File: config.mk
export PLATFORM = sky130hd
export DESIGN_NAME = prach_fft_ctrl
export DESIGN_NICKNAME = d
export VERILOG_FILES = /design/src/rtl/prach_pkg.sv /design/src/rtl/prach_fft_out_tag.sv /design/src/rtl/prach_fft_ctrl.sv
export SDC_FILE = /design/constraint.sdc
export NUM_CORES = 1
export LEC_CHECK = 0
export ABC_AREA = 1
export CAP_MARGIN = 25
export CORE_MARGIN = 4
export CORE_UTILIZATION = 45
export CTS_BUF_LIST = sky130_fd_sc_hd__clkbuf_8
export DETAILED_ROUTE_END_ITERATION = 10
export PLACE_DENSITY = 0.78
export SLEW_MARGIN = 20
export SYNTH_ARGS = -nofsm -noshare
export SYNTH_HDL_FRONTEND = slang
export SYNTH_SLANG_ARGS = --single-unit
File: constraint.sdc
create_clock -name clk -period 4.75 [get_ports clk]
set_input_delay 1.1875 -clock clk [delete_from_list [all_inputs] [get_ports clk]]
set_output_delay 1.1875 -clock clk [all_outputs]
set_load 0.005 [all_outputs]
File: src/rtl/prach_pkg.sv
// Shared types and constants for the PRACH FFT sequencer.
//   NumFftPoints : samples per FFT block (radix-3 x nine radix-2 stages)
//   NumFftStage  : butterfly stages in the FFT core
//   FftLatency   : sync_in -> sync_out latency of the FFT core, in cycles
//   BinW         : width of a bin / sample index
package prach_pkg;

  localparam int NumFftPoints = 1536;
  localparam int NumFftStage  = 10;
  localparam int FftLatency   = 1582;
  localparam int BinW         = 11;

  typedef enum logic [1:0] {IDLE, SKIP, FEED, DRAIN} prach_ctrl_state_t;

  typedef struct packed {
    logic signed [15:0] re;
    logic signed [15:0] im;
  } iq_t;

  // 0 still runs one block; anything past the max is capped.
  function automatic logic [3:0] clamp_sym(input logic [3:0] n, input logic [3:0] max_sym);
    if (n == 4'd0)         return 4'd1;
    else if (n > max_sym)  return max_sym;
    else                   return n;
  endfunction

endpackage

File: src/rtl/prach_fft_out_tag.sv
// Output-side tagger: registers FFT bins and labels them with bin/symbol index.
//   gate       : pass bins through (controller active)
//   clr        : reset counters for a new / aborted occasion
//   in_*       : FFT output bins, in_sync marks bin 0
//   dout_*     : registered bins with bin, symbol, sof, eof tags
//   blk_cnt    : full blocks emitted so far in this occasion
//   resync_err : sync seen mid-block (bins were lost)
module prach_fft_out_tag
  import prach_pkg::*;
#(
  parameter int FFT_LEN = NumFftPoints
) (
  input  logic              clk,
  input  logic              rst_n,
  input  logic              gate,
  input  logic              clr,
  input  logic [15:0]       in_dr,
  input  logic [15:0]       in_di,
  input  logic              in_dv,
  input  logic              in_sync,
  output logic [15:0]       dout_dr,
  output logic [15:0]       dout_di,
  output logic              dout_dv,
  output logic [BinW-1:0]   dout_bin,
  output logic [3:0]        dout_sym,
  output logic              dout_sof,
  output logic              dout_eof,
  output logic [3:0]        blk_cnt,
  output logic              resync_err
);

  localparam logic [BinW-1:0] LAST_BIN = BinW'(FFT_LEN - 1);

  logic            vin;
  logic [BinW-1:0] nxt_bin, idx;
  iq_t             q;

  assign vin        = in_dv & gate;
  // sync always wins: a sync mid-block restarts the count at bin 0
  assign idx        = in_sync ? '0 : nxt_bin;
  assign resync_err = vin & in_sync & (nxt_bin != '0);
  assign dout_dr    = q.re;
  assign dout_di    = q.im;

  always_ff @(posedge clk or negedge rst_n) begin
    if (!rst_n) begin
      q        <= '0;
      dout_dv  <= 1'b0;
      dout_bin <= '0;
      dout_sym <= '0;
      dout_sof <= 1'b0;
      dout_eof <= 1'b0;
      nxt_bin  <= '0;
      blk_cnt  <= '0;
    end else if (clr) begin
      dout_dv  <= 1'b0;
      dout_bin <= '0;
      dout_sym <= '0;
      dout_sof <= 1'b0;
      dout_eof <= 1'b0;
      nxt_bin  <= '0;
      blk_cnt  <= '0;
    end else begin
      dout_dv  <= vin;
      dout_sof <= 1'b0;
      dout_eof <= 1'b0;
      if (vin) begin
        q        <= '{re: in_dr, im: in_di};
        dout_bin <= idx;
        dout_sym <= blk_cnt;
        dout_sof <= (idx == '0);
        dout_eof <= (idx == LAST_BIN);
        if (idx == LAST_BIN) begin
          nxt_bin <= '0;
          blk_cnt <= blk_cnt + 4'd1;  // symbol index of the next block
        end else begin
          nxt_bin <= idx + 1'b1;
        end
      end
    end
  end

endmodule

File: src/rtl/prach_fft_ctrl.sv
// PRACH FFT sequencer: skips the CP, gates num_sym blocks of FFT_LEN samples
// into the FFT with sync_in, tags FFT output bins and signals completion.
//   cfg_*       : enable, CP length, symbols per occasion (latched on start)
//   start       : occasion-start strobe
//   din_*       : time-domain samples in
//   fft_din_*   : samples to FFT (1-cycle latency), fft_sync_in on block sample 0
//   fft_dout_*  : bins from FFT, fft_sync_out on bin 0
//   dout_*      : tagged bins out (1-cycle latency)
//   done/busy   : occasion complete pulse / controller active
//   err_overrun : sticky, start while busy or lost output bins
module prach_fft_ctrl
  import prach_pkg::*;
#(
  parameter int FFT_LEN = NumFftPoints,
  parameter int MAX_SYM = 12,
  parameter int CP_W    = 14
) (
  input  logic              clk,
  input  logic              rst_n,
  input  logic              cfg_en,
  input  logic [CP_W-1:0]   cfg_cp_len,
  input  logic [3:0]        cfg_num_sym,
  input  logic              start,
  input  logic [15:0]       din_dr,
  input  logic [15:0]       din_di,
  input  logic              din_dv,
  output logic [15:0]       fft_din_dr,
  output logic [15:0]       fft_din_di,
  output logic              fft_din_dv,
  output logic              fft_sync_in,
  input  logic [15:0]       fft_dout_dr,
  input  logic [15:0]       fft_dout_di,
  input  logic              fft_dout_dv,
  input  logic              fft_sync_out,
  output logic [15:0]       dout_dr,
  output logic [15:0]       dout_di,
  output logic              dout_dv,
  output logic [BinW-1:0]   dout_bin,
  output logic [3:0]        dout_sym,
  output logic              dout_sof,
  output logic              dout_eof,
  output logic              done,
  output logic              busy,
  output logic              err_overrun
);

  localparam logic [BinW-1:0] LAST_SMP = BinW'(FFT_LEN - 1);

  prach_ctrl_state_t state_q, state_d;
  logic [CP_W-1:0]   cp_cnt;
  logic [BinW-1:0]   smp_cnt, smp_idx;
  logic [3:0]        in_sym, in_sym_idx, num_sym_q, blk_cnt;
  logic              start_acc, feed_dv, blk_last, done_d, resync_err, gate, clr;
  iq_t               fin_q;

  // a start coinciding with done is still the tail of the old occasion
  assign start_acc = start & cfg_en & (state_q == IDLE) & ~done;
  // with no CP the start-cycle sample is already FEED sample 0
  assign feed_dv   = din_dv & cfg_en &
                     ((state_q == FEED) | (start_acc & (cfg_cp_len == '0)));
  // counters are stale in IDLE; the start-cycle sample is index 0 of symbol 0
  assign smp_idx    = (state_q == IDLE) ? '0 : smp_cnt;
  assign in_sym_idx = (state_q == IDLE) ? '0 : in_sym;
  assign blk_last   = feed_dv & (smp_idx == LAST_SMP) & ((in_sym_idx + 4'd1) == num_sym_q);

  assign gate       = (state_q != IDLE) & cfg_en;
  assign clr        = start_acc | ~cfg_en;
  assign busy       = (state_q != IDLE);
  assign fft_din_dr = fin_q.re;
  assign fft_din_di = fin_q.im;

  always_comb begin
    state_d = state_q;
    done_d  = 1'b0;
    if (!cfg_en) begin
      state_d = IDLE;
    end else begin
      case (state_q)
        IDLE:  if (start_acc)
                 state_d = (cfg_cp_len > CP_W'(din_dv)) ? SKIP : FEED;
        SKIP:  if (din_dv && cp_cnt == CP_W'(1)) state_d = FEED;
        FEED:  if (blk_last) state_d = DRAIN;
        DRAIN: if (blk_cnt == num_sym_q) begin
                 state_d = IDLE;
                 done_d  = 1'b1;
               end
        default: state_d = IDLE;
      endcase
    end
  end

  always_ff @(posedge clk or negedge rst_n) begin
    if (!rst_n) begin
      state_q     <= IDLE;
      done        <= 1'b0;
      err_overrun <= 1'b0;
      fin_q       <= '0;
      fft_din_dv  <= 1'b0;
      fft_sync_in <= 1'b0;
      cp_cnt      <= '0;
      smp_cnt     <= '0;
      in_sym      <= '0;
      num_sym_q   <= '0;
    end else begin
      state_q     <= state_d;
      done        <= done_d;
      fin_q       <= '{re: din_dr, im: din_di};
      fft_din_dv  <= feed_dv;
      fft_sync_in <= feed_dv & (smp_idx == '0);
      err_overrun <= err_overrun | (start & (state_q != IDLE)) | resync_err;

      if (start_acc) begin
        num_sym_q <= clamp_sym(cfg_num_sym, 4'(MAX_SYM));
        cp_cnt    <= cfg_cp_len - CP_W'(din_dv);  // start-cycle sample counts as CP
        smp_cnt   <= '0;
        in_sym    <= '0;
      end else if (state_q == SKIP && din_dv) begin
        cp_cnt <= cp_cnt - CP_W'(1);
      end

      if (feed_dv) begin
        if (smp_idx == LAST_SMP) begin
          smp_cnt <= '0;
          in_sym  <= in_sym_idx + 4'd1;
        end else begin
          smp_cnt <= smp_idx + 1'b1;
          in_sym  <= in_sym_idx;
        end
      end
    end
  end

  prach_fft_out_tag #(.FFT_LEN(FFT_LEN)) u_out_tag (
    .clk        (clk),
    .rst_n      (rst_n),
    .gate       (gate),
    .clr        (clr),
    .in_dr      (fft_dout_dr),
    .in_di      (fft_dout_di),
    .in_dv      (fft_dout_dv),
    .in_sync    (fft_sync_out),
    .dout_dr    (dout_dr),
    .dout_di    (dout_di),
    .dout_dv    (dout_dv),
    .dout_bin   (dout_bin),
    .dout_sym   (dout_sym),
    .dout_sof   (dout_sof),
    .dout_eof   (dout_eof),
    .blk_cnt    (blk_cnt),
    .resync_err (resync_err)
  );

endmodule

After elaboration in Yosys (flattened, before gate mapping)
Cells that the tools add are included.
Widths: inputs -> output; s select.
{"block": "word_totals", "regBits": 136, "out_inout_bits": 87, "in_bits": 89}
{"block": "op_classes", "addsub": 6, "magnitude_cmp": 2, "mux": 38, "bitwise": 21, "reduce_logical": 16, "eq_ne": 12}
{"op": "$mux 11", "count": 10}
{"op": "$mux 4", "count": 11}
{"op": "$mux 14", "count": 2}
{"op": "$add 11x1->11 const B", "count": 2}
{"op": "$eq 11x11->1 const B", "count": 2}
{"op": "$logic_not 11->1", "count": 2}
{"op": "$and 1x1->1", "count": 14}
{"op": "$eq 14x1->1 const B", "count": 1}
{"op": "$gt 14x1->1", "count": 1}
{"op": "$logic_not 14->1", "count": 1}
{"op": "$sub 14x1->14", "count": 1}
{"op": "$sub 14x1->14 const B", "count": 1}
{"op": "$mux 2", "count": 6}
{"op": "$ne 3x3->1 const B", "count": 4}
{"op": "$reduce_bool 11->1", "count": 1}
{"op": "$reduce_bool 2->1", "count": 5}
{"op": "$add 4x1->4 const B", "count": 2}
{"op": "$eq 4x4->1", "count": 2}
{"op": "$mux 1", "count": 8}
{"op": "$pmux 2 s4", "count": 1}
{"op": "$eq 2x2->1 const B", "count": 2}
{"op": "$gt 4x4->1 const B", "count": 1}
{"op": "$logic_not 4->1", "count": 1}
{"op": "$or 1x1->1", "count": 4}
{"op": "6 further kinds", "count": 10}

Depth between registers and ports, before layout
{"block": "depth", "ltp_word": 11, "mapped_depth": 19, "ltp_nobuf": 17}

Modules after synthesis
From an unflattened synthesis, not the netlist that was laid out.
{"block": "hier_totals", "hier_cells": 789, "hier_area_um2": 6585.1}
{"mod": "prach_fft_ctrl", "cells_per_inst": 456, "area_per_inst_um2": 3708.6, "seq_area_each_um2": 1776.7, "instances": 1}
{"mod": "prach_fft_out_tag", "cells_per_inst": 333, "area_per_inst_um2": 2876.5, "seq_area_each_um2": 1626.6, "instances": 1}

Least setup slack after synthesis
OpenSTA, ideal clock, no wires.
{"block": "synth_path", "kind": "input -> register", "start": "in fft_sync_out", "end": "reg u_out_tag.nxt_bin[1]", "arrival_ps": 2618, "path_slack_ps": 2011, "stages": 13, "path_cell_list": "buf_2 inv_2 nand2_1 inv_1 ha_1 nand3_1 nor2_1 nand2_1 nor2_2 nand3_1 nand2_2 inv_2 a22o_1"}
{"block": "synth_between", "elab_chain_len": 5}
{"item": "start, declared", "line_no": "prach_fft_ctrl.sv:34", "rtl": "input logic fft_sync_out,"}
{"item": "$mux 11 *", "line_no": "prach_fft_out_tag.sv:40", "rtl": "assign idx = in_sync ? '0 : nxt_bin;"}
{"item": "$add 11x1->11 or $eq 11x11->1 (tied branches)", "line_no": "prach_fft_out_tag.sv:77, prach_fft_out_tag.sv:73"}
{"item": "$mux 11 *", "line_no": "prach_fft_out_tag.sv:73", "rtl": "if (idx == LAST_BIN) begin"}
{"item": "$mux 11 *", "line_no": "prach_fft_out_tag.sv:67", "rtl": "if (vin) begin"}
{"item": "$mux 11 *", "line_no": "prach_fft_out_tag.sv:55", "rtl": "end else if (clr) begin"}
{"item": "end signal, assigned", "line_no": "prach_fft_out_tag.sv:77", "rtl": "nxt_bin <= idx + 1'b1;"}
{"item": "end, declared", "line_no": "prach_fft_out_tag.sv:35", "rtl": "logic [BinW-1:0] nxt_bin, idx;"}
Every way passes the cells marked *; elsewhere a longest branch is shown, timed or not. The select of a mux whose other input is x is not followed.
A chain may end at the register's enable or synchronous reset.

Final worst setup path
{"block": "layout_path", "start": "in cfg_en", "end": "reg smp_cnt[1]"}
{"block": "layout_between", "elab_chain_len": 7}
{"item": "start, declared", "line_no": "prach_fft_ctrl.sv:20", "rtl": "input logic cfg_en,"}
{"item": "$and 1x1->1 (3 in series)", "line_no": "prach_fft_ctrl.sv:57", "rtl": "assign start_acc = start & cfg_en & (state_q == IDLE) & ~done;"}
{"item": "$and 1x1->1", "line_no": "prach_fft_ctrl.sv:60", "rtl": "((state_q == FEED) | (start_acc & (cfg_cp_len == '0)));"}
{"item": "$or 1x1->1", "line_no": "prach_fft_ctrl.sv:60"}
{"item": "$and 1x1->1", "line_no": "prach_fft_ctrl.sv:59", "rtl": "assign feed_dv = din_dv & cfg_en &"}
{"item": "$mux 11 or $reduce_bool 2->1 (tied branches)"}
{"item": "end signal, assigned", "line_no": "prach_fft_ctrl.sv:126", "rtl": "smp_cnt <= smp_idx + 1'b1;"}
{"item": "end, declared", "line_no": "prach_fft_ctrl.sv:51", "rtl": "logic [BinW-1:0] smp_cnt, smp_idx;"}
Several ways; a longest one is shown, not always the timed one.

==> flow_summary_export.csv <==
group,metric,value,unit
die,die_area,0.0162,mm^2
timing,setup_violations,0,
grt,gr-usage-all-layers,0.210,
timing,fmax,306,MHz
outcome,status,"complete, no violations",
layout,num-nets-final,1035,
power,ir_drop,0.357,mV
timing,fin_crit_sh,0.688,
timing,skew,0.0103,ns
logic_synthesis,synth_area_leaders,"dfrtp_1 (53%), nand2_1 (13%), inv_1 (4.9%), nor2_1 (3.9%), nand3_1 (3.7%)",
logic_synthesis,synth.most_common_cell,"nand2_1",
cts,cts_hold_repair.buffers,0,
routing,drt_iter0_drc,383,
logic_synthesis,synthesis.area,0.00640,mm^2
die,rows,43,
flow_run,maxCapViolations,0,
setup_path,end_kind,"flop",
die,start_util,0.461,
die,fp.dieW,127,um
logic_synthesis,synth_seq_cells,136,
timing,finalCriticalPeriod,3.27,ns
setup_path,crit_type,"input pin to flop",
routing,drc,0,
setup_path,crit_fanout,13,
logic_synthesis,postSynthAreaPerCell,8.51,um^2
routing,avgRoutedWirePerCell,14.4,um
setup_path,start_kind,"input pin",
logic_synthesis,synth-edff-count,0,
logic_synthesis,synth_common_cells,"nand2_1 (223), dfrtp_1 (136), inv_1 (84)",
logic_synthesis,syn_nets,855,
grt,grt_max_degree,80,
cts,clk_pin_slew_worst_paths,0.09,ns
timing,hold_ws,0.486,ns
timing,tightest_slew,0.718,ns
logic_synthesis,ys_types,44,
hold_path,hp-class,"flop to flop",
placed_design,place_congestion,0.917,
cts,htree_levels,4,
layout,drive_above_1_share,0.0603,
layout,antenna_cells,0,
logic_synthesis,yosys_warnings,0,
grt,grt_pass1_vias,5690,
timing,drv_slew,0,
setup_path,crit_path_top_delay_cell,"clkdlybuf4s50_1",
logic_synthesis,ys.flop_type,"dfrtp_1",
setup_path,crit_chain,"clkdlybuf4s50_1, nand4_2, nor2_1, nand2_1, a21oi_2, nor2_1, inv_1, o21ai_0",
power,pwr_density_cell,421,mW/mm^2
cts,cts_tree,"yes",
layout,area_growth,35.7,%
logic_synthesis,synth_cells,752,
placed_design,io_buffer_count,175,
grt,grt-ovfl-total,0,
cts,cts.sinks,136,
timing,hold_viol_final,0,
routing,viasPerCell,4.99,
cts,cts_resized,0,
timing,tns,0,ns
grt,antenna_found_initial,0,
cts,post_cts_buffers,0,
logic_synthesis,yosysSeqAreaShare,0.532,
timing,slew_headroom,0.521,
routing,ant_nets,0,
die,fp.dieH,127,um
die,core_area,0.0139,mm^2
logic_synthesis,yosysTopAreaCell,"dfrtp_1",
grt,grt_pass1_wl,27300,um
setup_path,required,5.06,ns
layout,regArea,0.00340,mm^2
routing,routed_wl,16200,um
layout,n_fill_cell,1220,
die,pin_count,176,
setup_path,cpMostUsedCell,"nor2_1",
setup_path,critical_path_arrival,3.58,ns
routing,firstDrtPassIters,5,
layout,multi_input_area,0.00256,mm^2
cts,numCtsBuffers,17,
setup_path,critPathMaxStageDelay,0.61,ns
placed_design,dp_hpwl,11900,um
cts,worst_skew_pair.late_latency,0.43,ns
cts,root_buffer,"clkbuf_8",
routing,num_vias,5617,
logic_synthesis,synthArstFlopShare,1.00,
power,leakagePower,3.94,nW
timing,rsz0062_at_grt,"no",
cts,clockBufferDepth,2,
logic_synthesis,synth_top_area_frac,0.532,
-- cell usage in the layout, fill, tap and decap left out, types with 3 or more instances in the layout --
cell,Yosys,routed
nand2_1,223,223
o211ai_1,6,6
nor4_1,3,3
a21oi_1,9,9
nor2_1,66,66
a31oi_1,4,4
o22ai_1,14,14
inv_2,4,4
xnor2_1,7,7
inv_6,0,6
nand4_1,11,11
a22o_1,3,3
clkdlybuf4s50_1,0,174
nand3_1,47,47
xor2_1,17,17
clkbuf_8,0,17
ha_1,14,14
inv_1,84,84
o21ai_0,45,45
buf_4,3,5
dfrtp_1,136,136
nor3_1,10,10
-- critical path: cells and delay by family --
kind	cells	cell delay, ns
AOI/OAI and AO/OA	2	0.59
and+or+nand+nor	4	0.90
buffers and inverters	2	0.89
-- routing by layer --
layer,routed length [um],GRT usage
met3,1750,0.0982
met5,0,0
met4,215,0.0568
met1,6670,0.256
met2,7540,0.337
-- stage by stage --
stage	utilization	instances	power (mW)	worst slack, ns	cell area [um^2]
5_1_grt	0.625	1125	3.94	1.27	8680
3_5_place_dp	0.599	1093	2.79	1.04	8310
2_1_floorplan	-	752	2.22	2.01	6400
4_1_cts	0.625	1125	3.69	1.51	8680
6_report	0.625	1125	3.66	1.48	8680
3_3_place_gp	0.599	1093	2.77	1.10	8310
-- power by group --
group | internal (mW) | switching [mW]
Combinational | 0.582 | 0.635
Clock | 0.381 | 0.504
Sequential | 1.39 | 0.161
-- area by class of cell --
cell class / instances / area share
flip-flops and latches: 136 / 0.392
multi-input cells: 509 / 0.295
repair buffers: 180 / 0.206
inverters: 88 / 0.0381
clock buffers: 17 / 0.0270
well taps: 180 / 0.0260
clock inverters: 15 / 0.0154
-- worst paths after layout --
path                       cells past startpoint                         startpoint  slack (ns)                           endpoint
min in group asynchronous                      1                              rst_n        0.78            smp_cnt[10]$_DFFE_PN0P_
max                                            8                             cfg_en        1.48             smp_cnt[1]$_DFFE_PN0P_
max reg2reg                                   10             state_q[1]$_DFFE_PN0P_        1.94             smp_cnt[1]$_DFFE_PN0P_
min reg2reg                                    2  u_out_tag.dout_di[10]$_DFFE_PN0P_        0.49  u_out_tag.dout_di[10]$_DFFE_PN0P_
min                                            2  u_out_tag.dout_di[10]$_DFFE_PN0P_        0.49  u_out_tag.dout_di[10]$_DFFE_PN0P_
max in group asynchronous                      2                              rst_n        3.02             state_q[0]$_DFFE_PN0P_
-- flip-flops by register name, summed over array words and instances, names as in the netlist --
register / count
u_out_tag.dout_dr: 16
u_out_tag.dout_eof: 1
u_out_tag.dout_bin: 11
state_q: 2
cp_cnt: 14
num_sym_q: 4
u_out_tag.dout_sym: 4
in_sym: 4
u_out_tag.dout_di: 16
err_overrun: 1
fft_din_dr: 16
fft_din_di: 16
fft_din_dv: 1
fft_sync_in: 1
smp_cnt: 11
u_out_tag.blk_cnt: 4
u_out_tag.dout_dv: 1
u_out_tag.dout_sof: 1
done: 1
u_out_tag.nxt_bin: 11
-- cell families after synthesis --
| family | share of synthesized area |
|---|---|
| flops | 0.532 |
| fa+ha+maj | 0.0274 |
| xor+xnor | 0.0329 |
| compound gates | 0.0871 |
| buf+inv | 0.0677 |
| simple gates | 0.253 |
No activity file was read; power rests on OpenSTA's default activity.
